==> config.mk <==
export PLATFORM = sky130hd
export DESIGN_NAME = video_char_fetch
export DESIGN_NICKNAME = d
export VERILOG_FILES = /design/src/rtl/video_char_fetch.sv
export SDC_FILE = /design/constraint.sdc
export NUM_CORES = 1
export LEC_CHECK = 0
export CAP_MARGIN = 10
export CORE_ASPECT_RATIO = 2
export CORE_UTILIZATION = 60
export DETAILED_ROUTE_END_ITERATION = 8
export DONT_BUFFER_PORTS = 1
export PLACE_DENSITY = 0.76
export SLEW_MARGIN = 20
export SYNTH_ARGS = -nofsm -noshare
export SYNTH_HDL_FRONTEND = slang
export SYNTH_SLANG_ARGS = --single-unit
==> constraint.sdc <==
create_clock -name clock -period 2.3 [get_ports clock]
set_input_delay 0.345 -clock clock [delete_from_list [all_inputs] [get_ports clock]]
set_output_delay 0.345 -clock clock [all_outputs]
set_load 0.005 [all_outputs]
==> src/rtl/video_char_fetch.sv <==
// Text-mode char fetch: VRAM code -> char ROM glyph -> prefetch -> MSB-first pixel shifter (VIDEO_CHAR_FETCH_PIXEL_DOUBLE_EN doubles each bit).
// Latency: prefetch full 4 clocks after line_start; pixel updates 1 clock after pix_ce; refill 5 clocks after the prefetch is taken.
// Backpressure: fetch FSM stalls in FULL until the shifter takes the prefetch; a starved shifter outputs 0 and sets sticky underrun.
module video_char_fetch #(
    parameter int COLS = 64
) (
    input  logic        clock,
    input  logic        reset,
    input  logic        pix_ce,
    input  logic        active,
    input  logic        line_start,
    input  logic [3:0]  char_row,
    input  logic [2:0]  scan_row,
    output logic [9:0]  vram_addr,
    input  logic [7:0]  vram_data,
    output logic [10:0] crom_addr,
    input  logic [7:0]  crom_data,
    output logic        pixel,
    output logic        underrun
);

`ifdef VIDEO_CHAR_FETCH_PIXEL_DOUBLE_EN
    localparam int CNT_W = 4;
`else
    localparam int CNT_W = 3;
`endif
    localparam logic [CNT_W-1:0] CNT_LOAD = '1;
    localparam logic [6:0]       COLS_END = 7'(COLS);

    typedef enum logic [2:0] {
        IDLE  = 3'd0,
        VWAIT = 3'd1,
        VDATA = 3'd2,
        CWAIT = 3'd3,
        CDATA = 3'd4,
        FULL  = 3'd5,
        DONE  = 3'd6
    } state_t;

    state_t state;
    state_t state_nxt;

    logic [3:0]       row_q;
    logic [2:0]       scan_q;
    logic [6:0]       col;
    logic [7:0]       pf_dat;
    logic             pf_vld;
    logic [7:0]       sh_dat;
    logic [CNT_W-1:0] sh_cnt;

    logic             line_end;
    logic             vaddr_ld;
    logic             caddr_ld;
    logic             pf_ld;
    logic             shift_ce;
    logic             starve;
    logic             sh_step;
    logic [7:0]       sh_load;

    assign line_end = (col == COLS_END);

    // State register
    always_ff @(posedge clock) begin
        if (reset) begin
            state <= IDLE;
        end else begin
            state <= state_nxt;
        end
    end

    // Next-state logic; line_start restarts the sequence from any state
    always_comb begin
        state_nxt = state;
        if (line_start) begin
            state_nxt = VWAIT;
        end else begin
            case (state)
                IDLE:    state_nxt = IDLE;
                VWAIT:   state_nxt = VDATA;
                VDATA:   state_nxt = CWAIT;
                CWAIT:   state_nxt = CDATA;
                CDATA:   state_nxt = FULL;
                FULL: begin
                    if (!pf_vld) begin
                        state_nxt = line_end ? DONE : VWAIT;
                    end
                end
                DONE:    state_nxt = DONE;
                default: state_nxt = IDLE;
            endcase
        end
    end

    // FSM output strobes
    always_comb begin
        vaddr_ld = 1'b0;
        caddr_ld = 1'b0;
        pf_ld    = 1'b0;
        if (!line_start) begin
            case (state)
                FULL:    vaddr_ld = !pf_vld && !line_end;
                VDATA:   caddr_ld = 1'b1;
                CDATA:   pf_ld    = 1'b1;
                default: ;
            endcase
        end
    end

    // Shifter control; in doubled mode each bit is shown on two pix_ce before moving on
    always_comb begin
        shift_ce = pix_ce && !line_start;
        starve   = shift_ce && active && (sh_cnt == '0) && !pf_vld && (state != DONE);
`ifdef VIDEO_CHAR_FETCH_PIXEL_DOUBLE_EN
        sh_step  = sh_cnt[0];
        sh_load  = pf_dat;
`else
        sh_step  = 1'b1;
        sh_load  = {pf_dat[6:0], 1'b0};
`endif
    end

    always_ff @(posedge clock) begin
        if (reset) begin
            row_q     <= '0;
            scan_q    <= '0;
            col       <= '0;
            vram_addr <= '0;
            crom_addr <= '0;
            pf_dat    <= '0;
            pf_vld    <= 1'b0;
            sh_dat    <= '0;
            sh_cnt    <= '0;
            pixel     <= 1'b0;
        end else if (line_start) begin
            row_q     <= char_row;
            scan_q    <= scan_row;
            col       <= '0;
            vram_addr <= {char_row, 6'd0};
            pf_vld    <= 1'b0;
            sh_dat    <= '0;
            sh_cnt    <= '0;
            pixel     <= 1'b0;
        end else begin
            if (vaddr_ld) begin
                vram_addr <= {row_q, col[5:0]};
            end
            if (caddr_ld) begin
                crom_addr <= {vram_data, scan_q};
            end
            if (pf_ld) begin
                pf_dat <= crom_data;
                pf_vld <= 1'b1;
                col    <= col + 7'd1;
            end
            if (shift_ce) begin
                if (!active) begin
                    pixel <= 1'b0;
                end else if (sh_cnt != '0) begin
                    pixel  <= sh_dat[7];
                    sh_cnt <= sh_cnt - 1'b1;
                    if (sh_step) begin
                        sh_dat <= {sh_dat[6:0], 1'b0};
                    end
                end else if (pf_vld) begin
                    pixel  <= pf_dat[7];
                    sh_dat <= sh_load;
                    sh_cnt <= CNT_LOAD;
                    pf_vld <= 1'b0;
                end else begin
                    pixel <= 1'b0;
                end
            end
        end
    end

    // Past the last column (DONE) an empty shifter is expected, not a starvation
    always_ff @(posedge clock) begin
        if (reset) begin
            underrun <= 1'b0;
        end else if (starve) begin
            underrun <= 1'b1;
        end
    end

endmodule

==> results of run 1 <==
[metal layers]
layer	up-vias	part of all wire (%)
li1	956	-
met2	40	52
met4	0	2.2
met1	876	40
met5	-	0
met3	9	5.0
[power by group through the flow]
stage               Clock [mW]  Combinational, mW  Sequential [mW]
floorplan                    0             0.0546             1.07
global placement             0             0.0463             1.08
detailed placement           0             0.0476             1.08
CTS                       1.15             0.0484             1.05
global route              1.20             0.0536             1.06
finish                    1.13             0.0478             1.05
[sequential cells by signal, summed over array words and instances (netlist names)]
register and cells:
crom_addr 11, pixel 1, sh_dat 7, state 3, col 7, pf_vld 1, sh_cnt 3, underrun 1
row_q 4, pf_dat 8, vram_addr 10, scan_q 3
[worst max-delay path, cell delays in order, from the launching register on]
cell	delay (ps)
dfxtp_1	350
inv_1	70
ha_1	200
nand2b_1	260
o21a_1	520
a211oi_1	150
a311oi_1	240
[logic make-up after synthesis]
kind of cell	after synthesis
buf+inv	27
compound gates	53
simple gates	125
fa+ha+maj	4
flops	59
xor+xnor	6
mux	9
[cells in the final DEF (no fill, tap or decap), types with 2 or more instances in the layout]
cell type,n
nor3_1,4
or3_1,2
and3_2,2
dfxtp_1,59
buf_4,5
xor2_1,5
nand4_1,3
nand2_1,64
nor3b_1,4
clkbuf_8,10
ha_1,4
a2111oi_2,2
bufinv_16,3
o21ai_0,3
a311oi_1,9
nand2b_1,4
mux2i_1,9
clkinv_2,2
a211oi_1,2
nor2_1,32
a21oi_1,29
inv_1,9
a31oi_1,2
nor2b_1,2
[per-stage QoR]
step	power [mW]	worst slack (ps)	instance area, µm²	hold slack, ps	utilization (%)
after floorplan	1.127	594.8	2399	424.8	-
after global placement	1.123	485.8	2424	420.3	63.05
after detailed placement	1.124	401.7	2424	423.0	63.05
after CTS	2.253	421.3	2665	60.47	69.34
final	2.235	437.3	2665	78.07	69.34
after global routing	2.311	142.5	2665	54.74	69.34
[cell type report]
class,instances,share of cell area (%)
timing repair buffer,5,1.408
tap,51,2.394
clock buffer,11,5.305
inverter,9,1.268
multi-input combinational,197,41.55
clock inverter,5,3.756
sequential,59,44.32
[worst min path at each step]
stage	slack (ps)	end
after CTS	60	pf_dat[3]
after floorplan	420	vram_addr[7]
after global placement	420	row_q[1]
after global routing	50	pf_dat[3]
final	80	row_q[1]
after detailed placement	420	row_q[1]
==> impl_metrics.tcl, run 1 <==
set metrics [dict create \
    path_class "reg2reg" \
    num_vias 1881 \
    htree_levels 3 \
    synth_area_per_cell_um2 8.475 \
    die_w_um 46.71 \
    synth.area.top_cells "dfxtp_1 49%, nand2_1 10%, a21oi_1 6.1%" \
    worstSetupStartpointType "flop" \
    synthArstFlopShare_pct 0 \
    synth_common_cells "64 x nand2_1, 59 x dfxtp_1, 32 x nor2_1" \
    synth_cell_type_count 39 \
    antenna_found_initial 0 \
    post-cts-setup-buffers 0 \
    max_cap_violations 0 \
    worstSkewPairLatency_ps 340 \
    wl_per_cell_um 13.95 \
    p_clk_share_pct 50.7 \
    synth_most_common_cell "nand2_1" \
    synth_nets 315 \
    drtIter0Drc 16 \
    synth_area_mm2 0.002399 \
    area_delta_synth_final_pct 11.11 \
    drv_slew 0 \
    fin_tns_setup_ps 0 \
    netSwitchingFraction_pct 19.13 \
    cp_max_fo 18 \
    p_per_area_mw_per_mm2 838.6 \
    start_util_pct 62.40 \
    ctsLongestPathBuffers 2 \
    max_slew.worst_pin.slew_ps 546.7 \
    synth_top_family_by_area "simple AND/OR/NAND/NOR gates" \
    crit_arrival_ps 2110 \
    r2r-end "sh_cnt[2]" \
    placed_cells_incl_taps 321 \
    finalSetupViolCount 0 \
    synth_top_cell_area_share_pct 49.24 \
    ys_seq_area_share_pct 49.24 \
    finalHoldViolations 0 \
    power_switching_mw 0.4275 \
    grt_use_met1_pct 28.95 \
    syn-instance-count 283 \
    yosys_warnings 0 \
    p_comb_share_pct 2.1 \
    min_path_type "in2reg" \
    path_clk_slew_ps 60 \
    nets 313 \
    detail-route-antenna-nets 0 \
    cell_internal_pwr_mw 1.807 \
    ioPinCount 51 \
    dpl.hpwl_um 3276 \
    grt.total_usage_pct 25.43 \
    crit_start "sh_cnt[0]" \
    fin_crit_sh_pct 80.99 \
    drc_errors 0 \
    synth_top_cell_by_area "dfxtp_1" \
    crit_required_ps 2550 \
    via_per_inst 5.582 \
    synth-seq-cells 59 \
    grt_use_met3_pct 9.940 \
    drive_above_1_share_pct 10.49 \
    cts_num_sinks 59 \
    cts_root_buffer "clkbuf_8" \
    cts_resized 0 \
    hold_start "reset" \
    finalCriticalPeriod_ps 1863 \
    fp.coreArea_mm2 0.003844 \
    wl_um 4700 \
    clock_skew_ps 8.010 \
    dr.pass1.iters 4 \
    grt_pass1_wl_um 7900 \
    ir_drop_v 0.0008682 \
    cts_hold_buf 0 \
    die-area_mm2 0.004270 \
    worstRegToRegCells 6 \
    r2r_slack_ps 440 \
    cts_made_buffers 9 \
    synth_compound_area_share_pct 14.50 \
    p_leak_nw 0.9490 \
    synth_xor_area_share_pct 2.191 \
    whs_path_depth 1 \
    stdcell_count 337 \
    status "complete, no violations" \
    r2r_start "sh_cnt[0]" \
    grt_max_degree 34 \
    fp.dieH_um 91.42 \
    power.share.sequential_pct 47.1 \
    synth-edff-count 0 \
    use_met2_pct 39.58 \
    antenna_cells 0 \
    synth-main-ff-cell "dfxtp_1" \
    fill_cells 348 \
    rsz0062_at_grt "false" \
    end_kind "flop" \
    synth_mux_area_share_pct 3.756 \
    multi_input_area_mm2 0.001107 \
    core.rowCount 32 \
    place.gp.congestion 0.7916 \
    port_buffers 0 \
    synthSimpleGateAreaFrac_pct 23.63 \
    grt.busiest_layer "met2" \
    tritoncts "done" \
    register_area_mm2 0.001181 \
    crit_end "sh_cnt[2]" \
    synth-adder-area-share_pct 2.087 \
    overflow 0 \
    max_freq_mhz 536.9 \
    relSlewSlack_pct 63.47 \
    grt_pass1_vias 1778 \
]
No activity file was read; power rests on OpenSTA's default activity.
==> run 2, diff against run 1 <==
==> constraint.sdc (replaced) <==
create_clock -name clock -period 1.77 [get_ports clock]
set_input_delay 0.2655 -clock clock [delete_from_list [all_inputs] [get_ports clock]]
set_output_delay 0.2655 -clock clock [all_outputs]
set_load 0.005 [all_outputs]
==> run 2 against run 1 <==
Flip-flop and latch count stayed put. Cell area increased by 3.1%. Register-to-register slack worse by 360 ps. Wire length rose by 4.6%. Non-clock buffer count increased by 10. Count of clock-buffer cells in the layout unchanged. Maximum frequency grew 10%. Critical endpoint is now state[1]. Highest routed layer unchanged.
==> impl_metrics.tcl, run 2 (synthesized netlist as in run 1, its figures left out) <==
set metrics [dict create \
    overflow 0 \
    stdcell_count 347 \
    wl_per_cell_um 14.16 \
    ioPinCount 51 \
    relSlewSlack_pct 25.56 \
    antenna_cells 0 \
    largest_reg_flops 11 \
    p_per_area_mw_per_mm2 1030 \
    max_slew.worst_pin.slew_ps 1113 \
    max_freq_mhz 590.8 \
    slowest_delay_ps 570 \
    wl_um 4915 \
    path_cells "or4_4 -> o31a_1 -> or3_1 -> a21oi_2" \
    grt_pass1_vias 1791 \
    start_util_pct 62.40 \
    netSwitchingFraction_pct 20.58 \
    stdcell_area_mm2 0.002746 \
    path_class "reg2reg" \
    cts_num_sinks 59 \
    tritoncts "done" \
    detail-route-antenna-nets 0 \
    final_common_cell "nand2_1" \
    finalCriticalPeriod_ps 1693 \
    htree_levels 3 \
    cp_max_fo 4 \
    crit_arrival_ps 1960 \
    cts_made_buffers 9 \
    core.rowCount 32 \
    clock_skew_ps 7.378 \
    nets 323 \
    area_delta_synth_final_pct 14.50 \
    end_kind "flop" \
    antenna_found_initial 0 \
    grt.total_usage_pct 26.21 \
    p_clk_share_pct 48.8 \
    drtIter0Drc 38 \
    place.gp.congestion 0.8376 \
    dpl_cell_area_mm2 0.002484 \
    fin_crit_sh_pct 95.64 \
    num_vias 1923 \
    p_leak_nw 1.002 \
    power_switching_mw 0.5822 \
    finalHoldViolations 0 \
    status "complete, no violations" \
    path_clk_slew_ps 60 \
    drive_above_1_share_pct 14.19 \
    die_w_um 46.71 \
    port_buffers 0 \
    power.share.sequential_pct 48.4 \
    dr.pass1.iters 4 \
    crit_required_ps 2040 \
    die-area_mm2 0.004270 \
    finalSetupViolCount 0 \
    drc_errors 0 \
    dpl.hpwl_um 3310 \
    ctsLongestPathBuffers 2 \
    ir_drop_v 0.001242 \
    fill_cells 327 \
    worstSetupStartpointType "flop" \
    rsz0062_at_grt "false" \
    top_register "crom_addr" \
    grt_pass1_wl_um 8114 \
    cts_root_buffer "clkbuf_8" \
    reg_top3 "crom_addr: 11 flops, vram_addr: 10 flops, pf_dat: 8 flops" \
    critical_path.top_delay_family "simple AND/OR/NAND/NOR gates" \
    via_per_inst 5.542 \
    register_area_mm2 0.001181 \
    worstPathBufferInverterCount 0 \
    layout_common_cells "64 x nand2_1, 59 x dfxtp_1, 32 x nor2_1" \
    multi_input_area_mm2 0.001124 \
    max_cap_violations 0 \
    cell_internal_pwr_mw 2.247 \
    min_path_type "in2reg" \
    grt_max_degree 30 \
    fin_tns_setup_ps 0 \
    crit_slowest_cell "or4_4" \
    fp.coreArea_mm2 0.003844 \
    p_comb_share_pct 2.8 \
    drv_slew 0 \
    worstSkewPairLatency_ps 340 \
    fp.dieH_um 91.42 \
    placed_cells_incl_taps 329 \
]
-- run 2: changes by cell type in the layout (fill, tap and decap cells not counted), sizes merged --
cell / change
bufinv: -1
clkinv: +1
dlygate4sd3: +2
buf: +8
-- run 2: layout make-up --
class | count | area share (%)
clock buffer | 11 | 5.513
clock inverter | 5 | 2.733
inverter | 9 | 1.230
multi-input combinational | 197 | 40.91
sequential | 59 | 43.01
tap | 51 | 2.323
timing repair buffer | 15 | 4.282
-- run 2: final timing paths --
path                  start  cells past startpoint  slack [ps]            to
hold / removal        reset                      1           7      row_q[3]
hold reg to reg   scan_q[0]                      2         460  crom_addr[0]
setup reg to reg     col[2]                      4          80      state[1]
setup / recovery     col[2]                      4          80      state[1]
-- run 2: timing repair --
| action | in CTS | in global routing |
|---|---|---|
| hold buffers | 1 | 1 |
| resized for setup | 0 | 4 |
| buffers inserted | 0 | 0 |
| hold endpoints to repair | 29 | 1 |
| endpoints found under the setup margin | 0 | 3 |
-- run 2: per-stage QoR --
step	setup slack [ps]	total power [mW]	hold slack, ps	util [%]
finish	77.26	2.829	7.334	71.45
global route	8.405	2.915	4.023	71.45
CTS	13.43	2.834	1.611	70.77
detailed placement	78.38	1.461	342.8	64.62
global placement	129.5	1.459	339.6	64.62
floorplan	64.82	1.464	345.3	-
-- run 2: per-layer routing --
metal	global-route usage (%)	share of wire, %	up-vias
li1	-	-	971
met1	29.77	39	894
met2	40.97	53	49
met3	10.14	5.7	9
met4	12.38	2.1	0
met5	0	0	-
-- run 2: power by group through the flow --
stage	Clock, mW	Sequential (mW)	Combinational [mW]
after global routing	1.45	1.37	0.0883
after floorplan	0	1.39	0.0709
final	1.38	1.37	0.0792
after CTS	1.39	1.37	0.0749
after detailed placement	0	1.40	0.0629
after global placement	0	1.40	0.0602
==> run 3, diff against run 2 <==
--- a/config.mk
+++ b/config.mk
@@ -10,6 +10,7 @@
 export CORE_UTILIZATION = 60
 export DETAILED_ROUTE_END_ITERATION = 8
 export DONT_BUFFER_PORTS = 1
+export HOLD_SLACK_MARGIN = 0.1
 export PLACE_DENSITY = 0.76
 export SLEW_MARGIN = 20
 export SYNTH_ARGS = -nofsm -noshare
==> run 3 against run 2 <==
Via count increased by 7.1%. Wire length rose by 11%. Count of clock-buffer cells in the layout unchanged. Die area unchanged. Core utilization up 6.0 points. Clock power barely moved. Clock skew rose by 1.2 ps. Critical endpoint unchanged. Largest cell class unchanged.
==> impl_metrics.tcl, run 3 (synthesized netlist as in run 1, its figures left out) <==
set metrics [dict create \
    stdcell_count 371 \
    htree_levels 3 \
    drtIter0Drc 40 \
    dr.pass1.iters 4 \
    relSlewSlack_pct 62.62 \
    layout_common_cells "64 x nand2_1, 59 x dfxtp_1, 32 x nor2_1" \
    drv_slew 0 \
    largest_reg_flops 11 \
    wl_um 5463 \
    cts_made_buffers 9 \
    grt_use_met1_pct 31.28 \
    die-area_mm2 0.004270 \
    cts_root_buffer "clkbuf_8" \
    fin_crit_sh_pct 95.36 \
    cts_num_sinks 59 \
    status "complete, no violations" \
    p_leak_nw 1.099 \
    grt_use_met3_pct 10.34 \
    ctsLongestPathBuffers 2 \
    worstRegToRegCells 4 \
    num_vias 2060 \
    fp.dieH_um 91.42 \
    worstSkewPairLatency_ps 340 \
    grt_max_degree 32 \
    max_slew.worst_pin.slew_ps 560.7 \
    die_w_um 46.71 \
    finalCriticalPeriod_ps 1688 \
    placed_cells_incl_taps 329 \
    min_to "vram_addr[9]" \
    cp_max_fo 4 \
    min_path_type "in2reg" \
    dpl.hpwl_um 3310 \
    whs_path_depth 2 \
    r2r_slack_ps 80 \
    post-cts-setup-buffers 0 \
    core.rowCount 32 \
    grt_pass1_vias 1987 \
    clock_skew_ps 8.614 \
    start_util_pct 62.40 \
    via_per_inst 5.553 \
    drive_above_1_share_pct 13.13 \
    final_core_util_pct 77.44 \
    end_kind "flop" \
    r2r-end "state[1]" \
    use_met2_pct 46.64 \
    max_cap_violations 0 \
    path_class "reg2reg" \
    power_mw 2.878 \
    tritoncts "done" \
    final_common_cell "nand2_1" \
    grt_pass1_wl_um 8894 \
    path_clk_slew_ps 60 \
    detail-route-antenna-nets 0 \
    r2r_start "col[2]" \
    wl_per_cell_um 14.73 \
    fp.coreArea_mm2 0.003844 \
    overflow 0 \
    crit_required_ps 2040 \
    top_register "crom_addr" \
    fin_tns_setup_ps 0 \
    reg_top3 "crom_addr: 11 flops, vram_addr: 10 flops, pf_dat: 8 flops" \
    drc_errors 0 \
    area_delta_synth_final_pct 24.10 \
    grt.busiest_layer "met2" \
    worstSetupStartpointType "flop" \
    port_buffers 0 \
    rsz0062_at_grt "true" \
    nets 347 \
    finalSetupViolCount 0 \
    crit_arrival_ps 1950 \
    antenna_found_initial 0 \
    antenna_cells 0 \
    finalHoldViolations 0 \
    p_per_area_mw_per_mm2 967.0 \
    ioPinCount 51 \
    ir_drop_v 0.001258 \
    grt.total_usage_pct 28.78 \
    hold_start "line_start" \
    max_freq_mhz 592.5 \
    place.gp.congestion 0.8376 \
]
[run 3: per-stage QoR]
| step | hold slack [ps] | setup WS, ps | cell area, µm² |
|---|---|---|---|
| final | 130.9 | 82.14 | 2977 |
| after global routing | 119.5 | -29.19 | 2977 |
| after CTS | 111.8 | 10.87 | 2970 |
| after detailed placement | 342.8 | 78.38 | 2484 |
| after global placement | 339.6 | 129.5 | 2484 |
| after floorplan | 345.3 | 64.82 | 2399 |
[run 3: where the power goes]
part / total, mW / leakage, nW / internal (mW) / switching [mW]
sequential: 1.37 / 0.478 / 1.35 / 0.0194
combinational: 0.131 / 0.502 / 0.0692 / 0.0620
clock: 1.38 / 0.119 / 0.861 / 0.515
[run 3: timing repair]
action                                  in CTS  in global routing
hold buffers                                26                  0
gates resized for setup                      0                  3
endpoints found under the setup margin       0                  3
hold endpoints to repair                    31                  0
[run 3: final cells by class]
type / instances / area [µm²]
Clock inverter: 5 / 75.07
Fill cell: 273 / 867.1
Clock buffer: 11 / 151.4
Tap cell: 51 / 63.81
Timing Repair Buffer: 39 / 352.8
Multi-Input combinational cell: 197 / 1119
Sequential cell: 59 / 1181
Inverter: 9 / 33.78
[run 3: critical path, cell delays in order, from the launching register on]
cell	delay (ps)
dfxtp_1	320
or4_4	570
o31a_1	290
or3_1	320
a21oi_2	130
[run 3: metal layers]
| layer | vias up | part of all wire [%] |
|---|---|---|
| met1 | 973 | 39 |
| met5 | - | 0 |
| met3 | 15 | 4.3 |
| li1 | 1019 | - |
| met2 | 53 | 54 |
| met4 | 0 | 2.8 |
[run 3: worst max-delay path by stage]
stage	from	end	slack (ps)	cells after the start
5_1_grt	col[2]	vram_addr[6]	-30	5
2_1_floorplan	sh_cnt[0]	sh_cnt[0]	60	9
4_1_cts	col[2]	vram_addr[7]	10	5
6_report	col[2]	state[1]	80	4
3_5_place_dp	col[2]	vram_addr[6]	80	5
3_3_place_gp	col[2]	state[1]	130	4
